**config.mk**
```make
export PLATFORM = sky130hd
export DESIGN_NAME = fetch_unit_flat
export DESIGN_NICKNAME = d
export VERILOG_FILES = /design/src/rtl/fetch_unit_if.sv /design/src/rtl/fetch_unit.sv /design/src/flat_wrapper.sv
export SDC_FILE = /design/constraint.sdc
export NUM_CORES = 1
export LEC_CHECK = 0
export CAP_MARGIN = 20
export CORE_AREA = 2 2 128 130
export CTS_BUF_LIST = sky130_fd_sc_hd__clkbuf_8 sky130_fd_sc_hd__clkbuf_16
export CTS_CLUSTER_SIZE = 20
export DETAILED_ROUTE_END_ITERATION = 8
export DIE_AREA = 0 0 130 132
export PLACE_DENSITY = 0.75
export SLEW_MARGIN = 15
export SYNTH_ARGS = -nofsm -noshare
export SYNTH_HDL_FRONTEND = slang
export SYNTH_SLANG_ARGS = --single-unit
```
**constraint.sdc**
```tcl
create_clock -name clock -period 10.1 [get_ports clock]
set_input_delay 1.01 -clock clock [delete_from_list [all_inputs] [get_ports clock]]
set_output_delay 1.01 -clock clock [all_outputs]
set_load 0.05 [all_outputs]
```
**src/rtl/fetch_unit_if.sv**
```systemverilog
// Instruction-memory request/response channel between the fetch unit (master)
// and instruction memory (slave).
interface fetch_unit_if;
  logic        imem_req_valid;
  logic        imem_req_ready;
  logic [31:0] imem_req_addr;
  logic        imem_rsp_valid;
  logic [31:0] imem_rsp_data;

  modport master (
    output imem_req_valid,
    output imem_req_addr,
    input  imem_req_ready,
    input  imem_rsp_valid,
    input  imem_rsp_data
  );

  modport slave (
    input  imem_req_valid,
    input  imem_req_addr,
    output imem_req_ready,
    output imem_rsp_valid,
    output imem_rsp_data
  );
endinterface

```
**src/rtl/fetch_unit.sv**
```systemverilog
// Instruction fetch front end: in-order imem requests, a small {pc, word} buffer
// feeding decode, and redirect flushing with stale-response drop counting.
module fetch_unit #(
  parameter logic [31:0] RESET_PC  = 32'h0100_0000,
  parameter int          BUF_DEPTH = 2
) (
  input  logic         clock,
  input  logic         reset,
  fetch_unit_if.master imem,
  input  logic         redirect,
  input  logic [31:0]  redirect_pc,
  input  logic         stall,
  output logic         inst_valid,
  output logic [31:0]  inst,
  output logic [31:0]  inst_pc
);
  localparam int PTR_W = $clog2(BUF_DEPTH);
  localparam int CNT_W = $clog2(BUF_DEPTH + 1);
  localparam logic [CNT_W:0] CAP = (CNT_W+1)'(BUF_DEPTH);

  typedef enum logic [1:0] {BOOT, FETCH, FLUSH} state_e;

  state_e           state_q, state_d;
  logic [31:0]      fetch_pc_q, fetch_pc_d;
  logic [CNT_W-1:0] count_q, count_d;
  logic [CNT_W-1:0] outst_q, outst_d;
  logic [CNT_W-1:0] drop_q, drop_d;
  logic [PTR_W-1:0] rd_ptr_q, rd_ptr_d;
  logic [PTR_W-1:0] wr_ptr_q, wr_ptr_d;
  logic [31:0]      pc_mem_q   [BUF_DEPTH];
  logic [31:0]      word_mem_q [BUF_DEPTH];

  logic             accept;
  logic             rsp_hit;
  logic             push;
  logic             pop;
  logic [31:0]      rsp_pc;
  logic [CNT_W:0]   in_use;

  // A pop frees its slot only once count_q has been updated, so the cap uses registered values.
  assign in_use              = {1'b0, outst_q} + {1'b0, count_q};
  assign imem.imem_req_valid = (state_q == FETCH) && !redirect && (in_use < CAP);
  assign imem.imem_req_addr  = fetch_pc_q;
  assign accept              = imem.imem_req_valid && imem.imem_req_ready;

  // Requests since the last redirect are consecutive words, so the oldest
  // in-flight request sits outst_q words behind fetch_pc.
  assign rsp_pc  = fetch_pc_q - (32'(outst_q) << 2);
  assign rsp_hit = imem.imem_rsp_valid && (state_q == FETCH) && (outst_q != '0);
  assign push    = rsp_hit && !redirect;

  assign inst_valid = (count_q != '0);
  assign pop        = inst_valid && !stall;
  assign inst       = inst_valid ? word_mem_q[rd_ptr_q] : '0;
  assign inst_pc    = inst_valid ? pc_mem_q[rd_ptr_q]   : '0;

  always_comb begin
    state_d    = state_q;
    fetch_pc_d = fetch_pc_q;
    count_d    = count_q;
    outst_d    = outst_q;
    drop_d     = drop_q;
    rd_ptr_d   = rd_ptr_q;
    wr_ptr_d   = wr_ptr_q;
    case (state_q)
      BOOT: state_d = FETCH;
      FETCH: begin
        outst_d = outst_q + CNT_W'(accept) - CNT_W'(push);
        count_d = count_q + CNT_W'(push) - CNT_W'(pop);
        if (accept) fetch_pc_d = fetch_pc_q + 32'd4;
        if (push)   wr_ptr_d   = wr_ptr_q + PTR_W'(1);
        if (pop)    rd_ptr_d   = rd_ptr_q + PTR_W'(1);
      end
      FLUSH: begin
        if (imem.imem_rsp_valid && (drop_q != '0)) drop_d = drop_q - CNT_W'(1);
        state_d = (drop_d == '0) ? FETCH : FLUSH;
      end
      default: state_d = BOOT;
    endcase
    if (redirect) begin
      fetch_pc_d = {redirect_pc[31:2], 2'b00};
      count_d    = '0;
      rd_ptr_d   = '0;
      wr_ptr_d   = '0;
      // While already flushing, the drop count keeps draining and is not reloaded.
      if (state_q != FLUSH) begin
        outst_d = '0;
        drop_d  = outst_q - CNT_W'(rsp_hit);
        state_d = (drop_d != '0) ? FLUSH : FETCH;
      end
    end
  end

  always_ff @(posedge clock) begin
    if (reset) begin
      state_q    <= BOOT;
      fetch_pc_q <= RESET_PC;
      count_q    <= '0;
      outst_q    <= '0;
      drop_q     <= '0;
      rd_ptr_q   <= '0;
      wr_ptr_q   <= '0;
    end else begin
      state_q    <= state_d;
      fetch_pc_q <= fetch_pc_d;
      count_q    <= count_d;
      outst_q    <= outst_d;
      drop_q     <= drop_d;
      rd_ptr_q   <= rd_ptr_d;
      wr_ptr_q   <= wr_ptr_d;
    end
  end

  always_ff @(posedge clock) begin
    if (push) begin
      pc_mem_q[wr_ptr_q]   <= rsp_pc;
      word_mem_q[wr_ptr_q] <= imem.imem_rsp_data;
    end
  end
endmodule

```
**src/flat_wrapper.sv**
```systemverilog
// flat-port wrapper written by rule: the top's interface ports become plain ports
module fetch_unit_flat 
#(
  parameter logic [31:0] RESET_PC  = 32'h0100_0000,
  parameter int          BUF_DEPTH = 2
)
  (clock, reset, redirect, redirect_pc, stall, inst_valid, inst, inst_pc, imem_imem_req_valid, imem_imem_req_addr, imem_imem_req_ready, imem_imem_rsp_valid, imem_imem_rsp_data);
  fetch_unit_if imem_i ();
  input  logic clock;
  input  logic reset;
  input  logic redirect;
  input  logic [31:0] redirect_pc;
  input  logic stall;
  output logic inst_valid;
  output logic [31:0] inst;
  output logic [31:0] inst_pc;
  output wire logic [$bits(imem_i.imem_req_valid)-1:0] imem_imem_req_valid;
  output wire logic [$bits(imem_i.imem_req_addr)-1:0] imem_imem_req_addr;
  input wire logic [$bits(imem_i.imem_req_ready)-1:0] imem_imem_req_ready;
  input wire logic [$bits(imem_i.imem_rsp_valid)-1:0] imem_imem_rsp_valid;
  input wire logic [$bits(imem_i.imem_rsp_data)-1:0] imem_imem_rsp_data;
  assign imem_imem_req_valid = imem_i.imem_req_valid;
  assign imem_imem_req_addr = imem_i.imem_req_addr;
  assign imem_i.imem_req_ready = imem_imem_req_ready;
  assign imem_i.imem_rsp_valid = imem_imem_rsp_valid;
  assign imem_i.imem_rsp_data = imem_imem_rsp_data;
  fetch_unit #(.RESET_PC(RESET_PC), .BUF_DEPTH(BUF_DEPTH)) u_core (.clock(clock), .reset(reset), .imem(imem_i), .redirect(redirect), .redirect_pc(redirect_pc), .stall(stall), .inst_valid(inst_valid), .inst(inst), .inst_pc(inst_pc));
endmodule
```
==> results.yml, run 1 <==
sta:
  fin_worst_skew_ps: 7.00
  maxSlewHeadroom_pct: 33.9
  rsz0062_at_grt: "no"
  post-route-period-util_pct: 42.4
  setup_tns_ps: 0
  hold_viol: 0
  slew_viol_final: 0
  hold_ws_ps: 550
  worst_slew_pin_slew_ps: 992
  fin_crit_ps: 4290
  finalSetupViolCount: 0
  max_freq_mhz: 233
clocking:
  clockRootBuffer: "clkbuf_16"
  clkTransAtPathRegs_ps: 60
  clock_path_buffers: 2
  postCtsSetupRepairBufs: 0
  htreeDepth: 4
  cts_buffers: 17
  ctsResizeCount: 0
  hold_buffers: 0
  clock_latency_ps: 420
  cts_tree: "built"
  cts_sinks: 165
pwr:
  powerDensity_nw_per_um2: 156
  irDropWorstVdd_mv: 0.123
  p_leak_uw: 0.00327
global_route:
  grt_max_degree: 66
  grt_use_total_pct: 21.9
  grt_pass1_wl_um: 29300
  antenna_found_initial: 0
  grt_overflow: 0
  grt_pass1_vias: 5654
setup_path:
  crit_chain: "clkdlybuf4s50_1, buf_4, or3b_2, nor3_1, clkdlybuf4s50_1"
  critPathTopFamily: "buffers and inverters"
  cp_max_fo: 44
  crit_type: "in -> out"
  critPathMaxStageDelay_ps: 850
  start_kind: "input port"
  worst-path-buf-inv: 3
  endpoint_kind: "primary output"
  cp.depth: 5
  rr_worst_depth: 10
  r2r_start: "u_core.outst_q[0]"
  startpoint: "redirect"
  cp_data_required_time_ps: 9090
  critPathSlowestCell: "clkdlybuf4s50_1"
  worstPathArrival_ps: 3280
  cpMostUsedCell: "clkdlybuf4s50_1"
drt:
  dr.first_iter.drc_count: 413
  wl_um: 18700
  drc: 0
  route.detailed.wl_per_inst_um: 17.9
  ant_nets: 0
  via_count: 5841
  first_pass_iters: 5
  avgViaCountPerCell: 5.58
synth:
  synth-async-reset-ratio_pct: 0
  synthDistinctLibCells: 59
  synth-edff-count: 124
  synth-seq-cells: 165
  ys.flop_type: "edfxtp_1"
  netlist_instances: 684
  ys_warn_count: 0
  synth_area_sq_um: 7790
  yosysSeqAreaShare_pct: 58.4
  avgSynthCellArea_sq_um: 11.4
worst_hold_path:
  hold_path_class: "reg -> reg"
  hold_path_startpoint: "u_core.rd_ptr_q"
  hold_depth: 2
layout:
  final_nets: 896
  mostFrequentLayoutCells: "clkdlybuf4s50_1, edfxtp_1, nor2_1, mux2i_1, dfxtp_1"
  layoutNonFillerInstCount: 1046
  num_antenna_cells: 0
  area_growth_pct: 30.3
  final_common_cell: "clkdlybuf4s50_1"
  drive_gt1_share_pct: 5.78
placed_design:
  port-buffer-count: 161
  placed_cells: 1014
  gp_congestion: 0.873
  dpl.hpwl_um: 12400
die:
  rows: 46
  design.core.area_sq_um: 15700
  initial_core_util_pct: 49.6
  ios: 168
  die_area_sq_um: 17200
  die-height_um: 132
  fp.dieW_um: 130
run:
  drv_cap: 0
run_status:
  status: "completed"
## layout make-up
class	count	area, sq um
clock inverters	15	210
flip-flops and latches	165	4550
inverters	15	56.3
clock buffers	17	425
multi-input cells	451	2980
repair buffers	167	1660
well taps	216	270
fillers	1190	5570
## cells by family after synthesis
kind of cell / Yosys count / share of synthesized area [%]
compound gates: 88 / 7.50
xor+xnor: 43 / 4.93
fa+ha+maj: 9 / 1.64
buf+inv: 71 / 3.76
flops: 165 / 58.4
mux: 63 / 8.10
other cells: 1 / 0.0482
simple gates: 244 / 15.7
## worst paths after layout
path / endpoint / slack [ps]
worst max-delay path: imem_imem_req_valid / 5810
worst min-delay path: register / 550
worst max register to register: u_core.outst_q[1] / 6310
worst min register to register: register / 550
## power by group
part           switching, uW  internal (uW)  leakage [uW]
sequential              21.2            737       0.00145
combinational           73.1           56.1       0.00150
clock                    259            437      0.000318
total                    354           1230       0.00327
## worst reg2reg max path: cells and delay by family, from the launching register on
kind	cells	cell delay, ps
AND/OR/NAND/NOR	4	1710
adder cells (fa/ha/maj)	2	720
buffers and inverters	2	640
flip-flops	1	430
AO/OA/AOI/OAI	2	150
## Yosys cell counts, drive strengths merged, types with 3 or more instances
cell type  number  share of area [%]
a211oi          7               0.67
a21oi          21                1.3
a311oi          3               0.34
a31oi          14                1.1
and2            4               0.32
and3            4               0.32
and4            6               0.67
buf            22                1.4
clkbuf         34                1.6
dfxtp          41                 11
edfxtp        124                 48
ha              7                1.1
inv            14               0.67
mux2i          63                8.1
nand2          34                1.6
nand2b          6               0.48
nand3          12               0.77
nand4          11               0.88
nor2           94                4.5
nor2b           3               0.24
nor3           27                1.7
nor4           16                1.3
nor4b           3               0.34
o211ai          4               0.39
o21ai          12               0.77
o22ai           6               0.48
o311ai          3               0.34
or3             7               0.63
or4            10                1.1
xnor2          26                3.0
xor2           17                1.9
## layer usage
| metal | track usage [%] | vias up | routed length (um) | share of wire, % |
|---|---|---|---|---|
| li1 | - | 2786 | - | - |
| met1 | 28.9 | 2797 | 8160 | 44 |
| met2 | 35.9 | 229 | 8890 | 48 |
| met3 | 5.60 | 29 | 1350 | 7.2 |
| met4 | 6.39 | 0 | 315 | 1.7 |
| met5 | 0 | - | 0 | 0 |
## sequential cells by signal (all words and copies together), names as in the netlist, named ones only
register	cells
u_core.word_mem_q	64
u_core.pc_mem_q	60
u_core.imem.imem_req_addr	30
u_core.count_q	2
u_core.drop_q	2
u_core.outst_q	2
u_core.state_q	2
u_core.rd_ptr_q	1
u_core.wr_ptr_q	1
## through the flow
| stage | instance area [sq um] | utilization (%) | total power (uW) | setup WS, ps |
|---|---|---|---|---|
| 4_1_cts | 10100 | 64.6 | 1590 | 5840 |
| 3_5_place_dp | 9510 | 60.5 | 900 | 5860 |
| 5_1_grt | 10100 | 64.6 | 1630 | 5720 |
| 2_1_floorplan | 7800 | - | 843 | 5320 |
| 3_3_place_gp | 9510 | 60.5 | 897 | 5850 |
| 6_report | 10100 | 64.6 | 1580 | 5810 |
(Power assumes the default switching activity.)
==> run 2, diff against run 1 <==
Clock period 10.1 ns to 3.95 ns, I/O delays scaled along.
==> results.yml, run 2 (synthesized netlist as in run 1, its figures left out) <==
pwr:
  power_uw: 3990
  p_leak_uw: 0.00329
  powerDensity_nw_per_um2: 391
  irDropWorstVdd_mv: 0.306
setup_path:
  crit_chain: "inv_1, ha_1, inv_1, fa_1, or4_1, or4_1, nor3_1, nand2_1, xnor2_1"
  endpoint_kind: "register"
  start_kind: "register"
  critPathMaxStageDelay_ps: 590
  cp_data_required_time_ps: 4100
  cp_max_fo: 5
  crit_type: "reg -> reg"
  worstPathArrival_ps: 3410
  critPathSlowestCell: "or4_1"
layout:
  drive_gt1_share_pct: 6.24
  regMostFlops: "u_core.word_mem_q"
  mostFrequentLayoutCells: "clkdlybuf4s50_1, edfxtp_1, nor2_1, mux2i_1, dfxtp_1"
  area_growth_pct: 30.8
  num_antenna_cells: 0
  layoutNonFillerInstCount: 1050
  largest_reg_flops: 64
  final_nets: 900
  final_common_cell: "clkdlybuf4s50_1"
run:
  drv_cap: 0
drt:
  drc: 0
  route.detailed.wl_per_inst_um: 18.0
  routed.top_layer: "met4"
  dr.first_iter.drc_count: 375
  wl_um: 18900
  route.met2.wl_um: 9330
  first_pass_iters: 5
  ant_nets: 0
  route.layer.met1.wl_um: 8140
  via_count: 5809
  avgViaCountPerCell: 5.53
  wl_met3_um: 1230
die:
  die-height_um: 132
  ios: 168
  rows: 46
  die_area_sq_um: 17200
  fp.dieW_um: 130
  initial_core_util_pct: 49.6
  design.core.area_sq_um: 15700
placed_design:
  port-buffer-count: 161
  placed_cells: 1018
  dpl.hpwl_um: 13000
  post-place-ws_ps: 788
  gp_congestion: 0.882
sta:
  fin_crit_ps: 3260
  rsz0062_at_grt: "no"
  slew_viol_final: 0
  setup_tns_ps: 0
  post-route-period-util_pct: 82.6
  finalSetupViolCount: 0
  hold_viol: 0
  maxSlewHeadroom_pct: 42.9
  setup_ws_ps: 686
  fin_worst_skew_ps: 9.19
  worst_slew_pin_slew_ps: 848
  hold_ws_ps: 555
  max_freq_mhz: 306
global_route:
  grt_pass1_vias: 5695
  antenna_found_initial: 0
  grt_pass1_wl_um: 29100
  grt_use_total_pct: 22.0
  grt_max_degree: 63
  grt_overflow: 0
clocking:
  clkTransAtPathRegs_ps: 70
  cts_tree: "built"
  clockRootBuffer: "clkbuf_16"
  htreeDepth: 4
  cts_buffers: 17
  hold_buffers: 0
  postCtsSetupRepairBufs: 0
  clock_latency_ps: 420
  ctsResizeCount: 0
  cts_sinks: 165
  clock_path_buffers: 2
run_status:
  status: "completed"
worst_hold_path:
  hold_path_class: "in -> reg"
## run 2: final cells by class
type / instances / area, sq um
flip-flops and latches: 165 / 4550
clock inverters: 15 / 189
multi-input cells: 451 / 2980
well taps: 216 / 270
clock buffers: 17 / 425
fillers: 1200 / 5530
inverters: 15 / 56.3
repair buffers: 171 / 1720
## run 2: critical path, delay by kind of cell, from the launching register on
family | cells | cell delay, ps
AND/OR/NAND/NOR | 4 | 1750
adder cells (fa/ha/maj) | 2 | 580
flip-flops | 1 | 340
buffers and inverters | 2 | 180
XOR/XNOR | 1 | 160
## run 2: power by group
part | total (uW) | internal [uW] | switching (uW)
sequential | 1940 | 1890 | 54.1
combinational | 332 | 145 | 188
clock | 1710 | 1050 | 661
total | 3990 | 3080 | 903
## run 2: worst paths after layout
kind / start / end / slack, ps / cells after the start
max reg2reg: u_core.imem.imem_req_addr[2] / u_core.pc_mem_q[1][22] / 690 / 9
min reg2reg: u_core.rd_ptr_q / register / 560 / 2
max: u_core.imem.imem_req_addr[2] / u_core.pc_mem_q[1][22] / 690 / 9
min: redirect_pc[28] / u_core.imem.imem_req_addr[28] / 550 / 3
## run 2: through the flow
step	area, sq um	utilization [%]
global route	10200	64.8
finish	10200	64.8
floorplan	7800	-
CTS	10200	64.8
global placement	9570	60.9
detailed placement	9570	60.9
## run 2: per-layer routing
metal,track usage [%],vias up
met2,37.7,212
met4,7.47,0
met5,0,-
li1,-,2804
met1,27.7,2772
met3,4.46,21
==> run 3, diff against run 2 <==
Settings changed: CORE_AREA 2 2 128 130 to 2 2 134 136, DIE_AREA 0 0 130 132 to 0 0 136 138, PLACE_DENSITY 0.75 to 0.72.
Clock period 3.95 ns to 2.6 ns, I/O delays scaled along.
==> results.yml, run 3 (synthesized netlist as in run 1, its figures left out) <==
pwr:
  powerDensity_nw_per_um2: 557
  seq_power_share_pct: 48.2
  irDropWorstVdd_mv: 0.374
  comb_power_share_pct: 10.5
  power.switching_uw: 1390
  p_leak_uw: 0.00369
  p_sw_share_pct: 23.1
  p_int_uw: 4640
  power_uw: 6030
  clkPwrFrac_pct: 41.3
layout:
  final_common_cell: "clkdlybuf4s50_1"
  drive_gt1_share_pct: 18.8
  regMostFlops: "u_core.word_mem_q"
  fin_util_pct: 61.7
  num_antenna_cells: 0
  largest_reg_flops: 64
  final_nets: 960
  mostFrequentLayoutCells: "clkdlybuf4s50_1, edfxtp_1, nor2_1, buf_4, mux2i_1"
  fillers: 1414
  area_growth_pct: 39.0
die:
  die-height_um: 138
  initial_core_util_pct: 44.4
  rows: 49
  die_area_sq_um: 18800
  design.core.area_sq_um: 17500
  fp.dieW_um: 136
  ios: 168
drt:
  first_pass_iters: 5
  wl_um: 20100
  avgViaCountPerCell: 5.50
  via_count: 6171
  drc: 0
  route.detailed.wl_per_inst_um: 17.9
  ant_nets: 0
  dr.first_iter.drc_count: 509
setup_path:
  crit_chain: "inv_4, ha_4, inv_2, fa_2, or4_4, or4_4, or4_4, xnor2_2"
  worst-path-buf-inv: 2
  critPathTopFamily: "simple AND/OR/NAND/NOR gates"
  crit_type: "reg -> reg"
  worstPathArrival_ps: 2810
  cpMostUsedCell: "or4_4"
  critPathMaxStageDelay_ps: 470
  cp_data_required_time_ps: 2770
  cp_max_fo: 3
  endpoint_kind: "register"
  critPathSlowestCell: "or4_4"
  start_kind: "register"
clocking:
  clockRootBuffer: "clkbuf_16"
  cts_tree: "built"
  clock_path_buffers: 2
  hold_buffers: 0
  clkTransAtPathRegs_ps: 60
  clock_latency_ps: 420
  cts_buffers: 17
  cts_sinks: 165
  htreeDepth: 4
sta:
  worst_slew_pin_slew_ps: 723
  hold_viol: 0
  rsz0062_at_grt: "yes"
  max_freq_mhz: 378
  post-route-period-util_pct: 102
  fin_crit_ps: 2650
  slew_viol_final: 0
  maxSlewHeadroom_pct: 51.3
  fin_worst_skew_ps: 8.41
  setup_ws_ps: -45.1
  hold_ws_ps: 414
  finalSetupViolCount: 2
worst_hold_path:
  hold_path_class: "in -> reg"
run_status:
  violations: "setup timing"
  status: "complete, but fails checks"
placed_design:
  port-buffer-count: 161
  dpl.hpwl_um: 14300
  gp_congestion: 0.905
global_route:
  grt_overflow: 0
  grt_max_degree: 66
  grt_pass1_vias: 6154
  grt_use_total_pct: 21.3
  antenna_found_initial: 0
  grt_pass1_wl_um: 31300
run:
  drv_cap: 0
==> run 3: changes by cell type in the layout (fill, tap and decap cells not counted), moves of 6 or more <==
| cell | previous run | this run |
|---|---|---|
| buf_4 | 8 | 77 |
| clkdlybuf4s50_1 | 160 | 144 |
| dfxtp_1 | 40 | 26 |
| dfxtp_2 | 0 | 8 |
| dfxtp_4 | 1 | 7 |
==> run 3: worst register-to-register path: cells and delay by family (launching register included) <==
family	cells	cell delay, ps
and+or+nand+nor	3	1350
adders and majority gates	2	450
DFF	1	350
xor gates and xnor gates	1	150
buffers and inverters	2	100
==> run 3: metrics by stage <==
step / area [sq um] / setup WS [ps] / TNS, ps / instances
2_1_floorplan: 7870 / -187 / -706 / 687
3_3_place_gp: 10100 / -44.5 / -89.1 / 1087
3_5_place_dp: 10100 / -49.9 / -175 / 1087
4_1_cts: 10700 / -49.6 / -99.2 / 1120
5_1_grt: 10800 / -80.6 / -300 / 1123
6_report: 10800 / -45.1 / -90.1 / 1123
==> run 3: area by class of cell <==
| cell class | instances | area, sq um | area share (%) |
|---|---|---|---|
| inverter | 15 | 58.8 | 0.543 |
| clock inverter | 15 | 164 | 1.51 |
| multi-input combinational | 451 | 3110 | 28.7 |
| tap | 229 | 287 | 2.65 |
| clock buffer | 17 | 425 | 3.93 |
| sequential | 165 | 4580 | 42.3 |
| timing repair buffer | 231 | 2200 | 20.4 |
==> run 3: path summary, 6_finish.rpt <==
| kind | start | slack [ps] | depth (start not counted) | to |
|---|---|---|---|---|
| max | u_core.imem.imem_req_addr[2] | -50 | 8 | u_core.pc_mem_q[1][16] |
| min | redirect_pc[19] | 410 | 3 | u_core.imem.imem_req_addr[19] |
| max reg2reg | u_core.imem.imem_req_addr[2] | -50 | 8 | u_core.pc_mem_q[1][16] |
| min reg2reg | u_core.rd_ptr_q | 560 | 2 | u_core.rd_ptr_q |
==> run 3: power by group through the flow <==
stage / registers [uW] / clock network, uW / logic (uW)
2_1_floorplan: 3050 / 0 / 230
3_3_place_gp: 2960 / 0 / 595
3_5_place_dp: 2960 / 0 / 606
4_1_cts: 2900 / 2530 / 619
5_1_grt: 2910 / 2650 / 667
6_report: 2900 / 2490 / 632
==> run 3: per-layer routing <==
metal,track usage [%],part of all wire (%),vias up
met4,7.84,2.1,0
met5,0,0,-
li1,-,-,2917
met3,4.62,7.4,37
met2,35.4,49,269
met1,27.2,42,2948
==> run 3: timing repair <==
item / in CTS / in global routing
setup endpoints to repair: 12 / 36
pin swaps: 0 / 2
setup buffers: 1 / 3
cloned: 0 / 0
resized for setup: 11 / 18
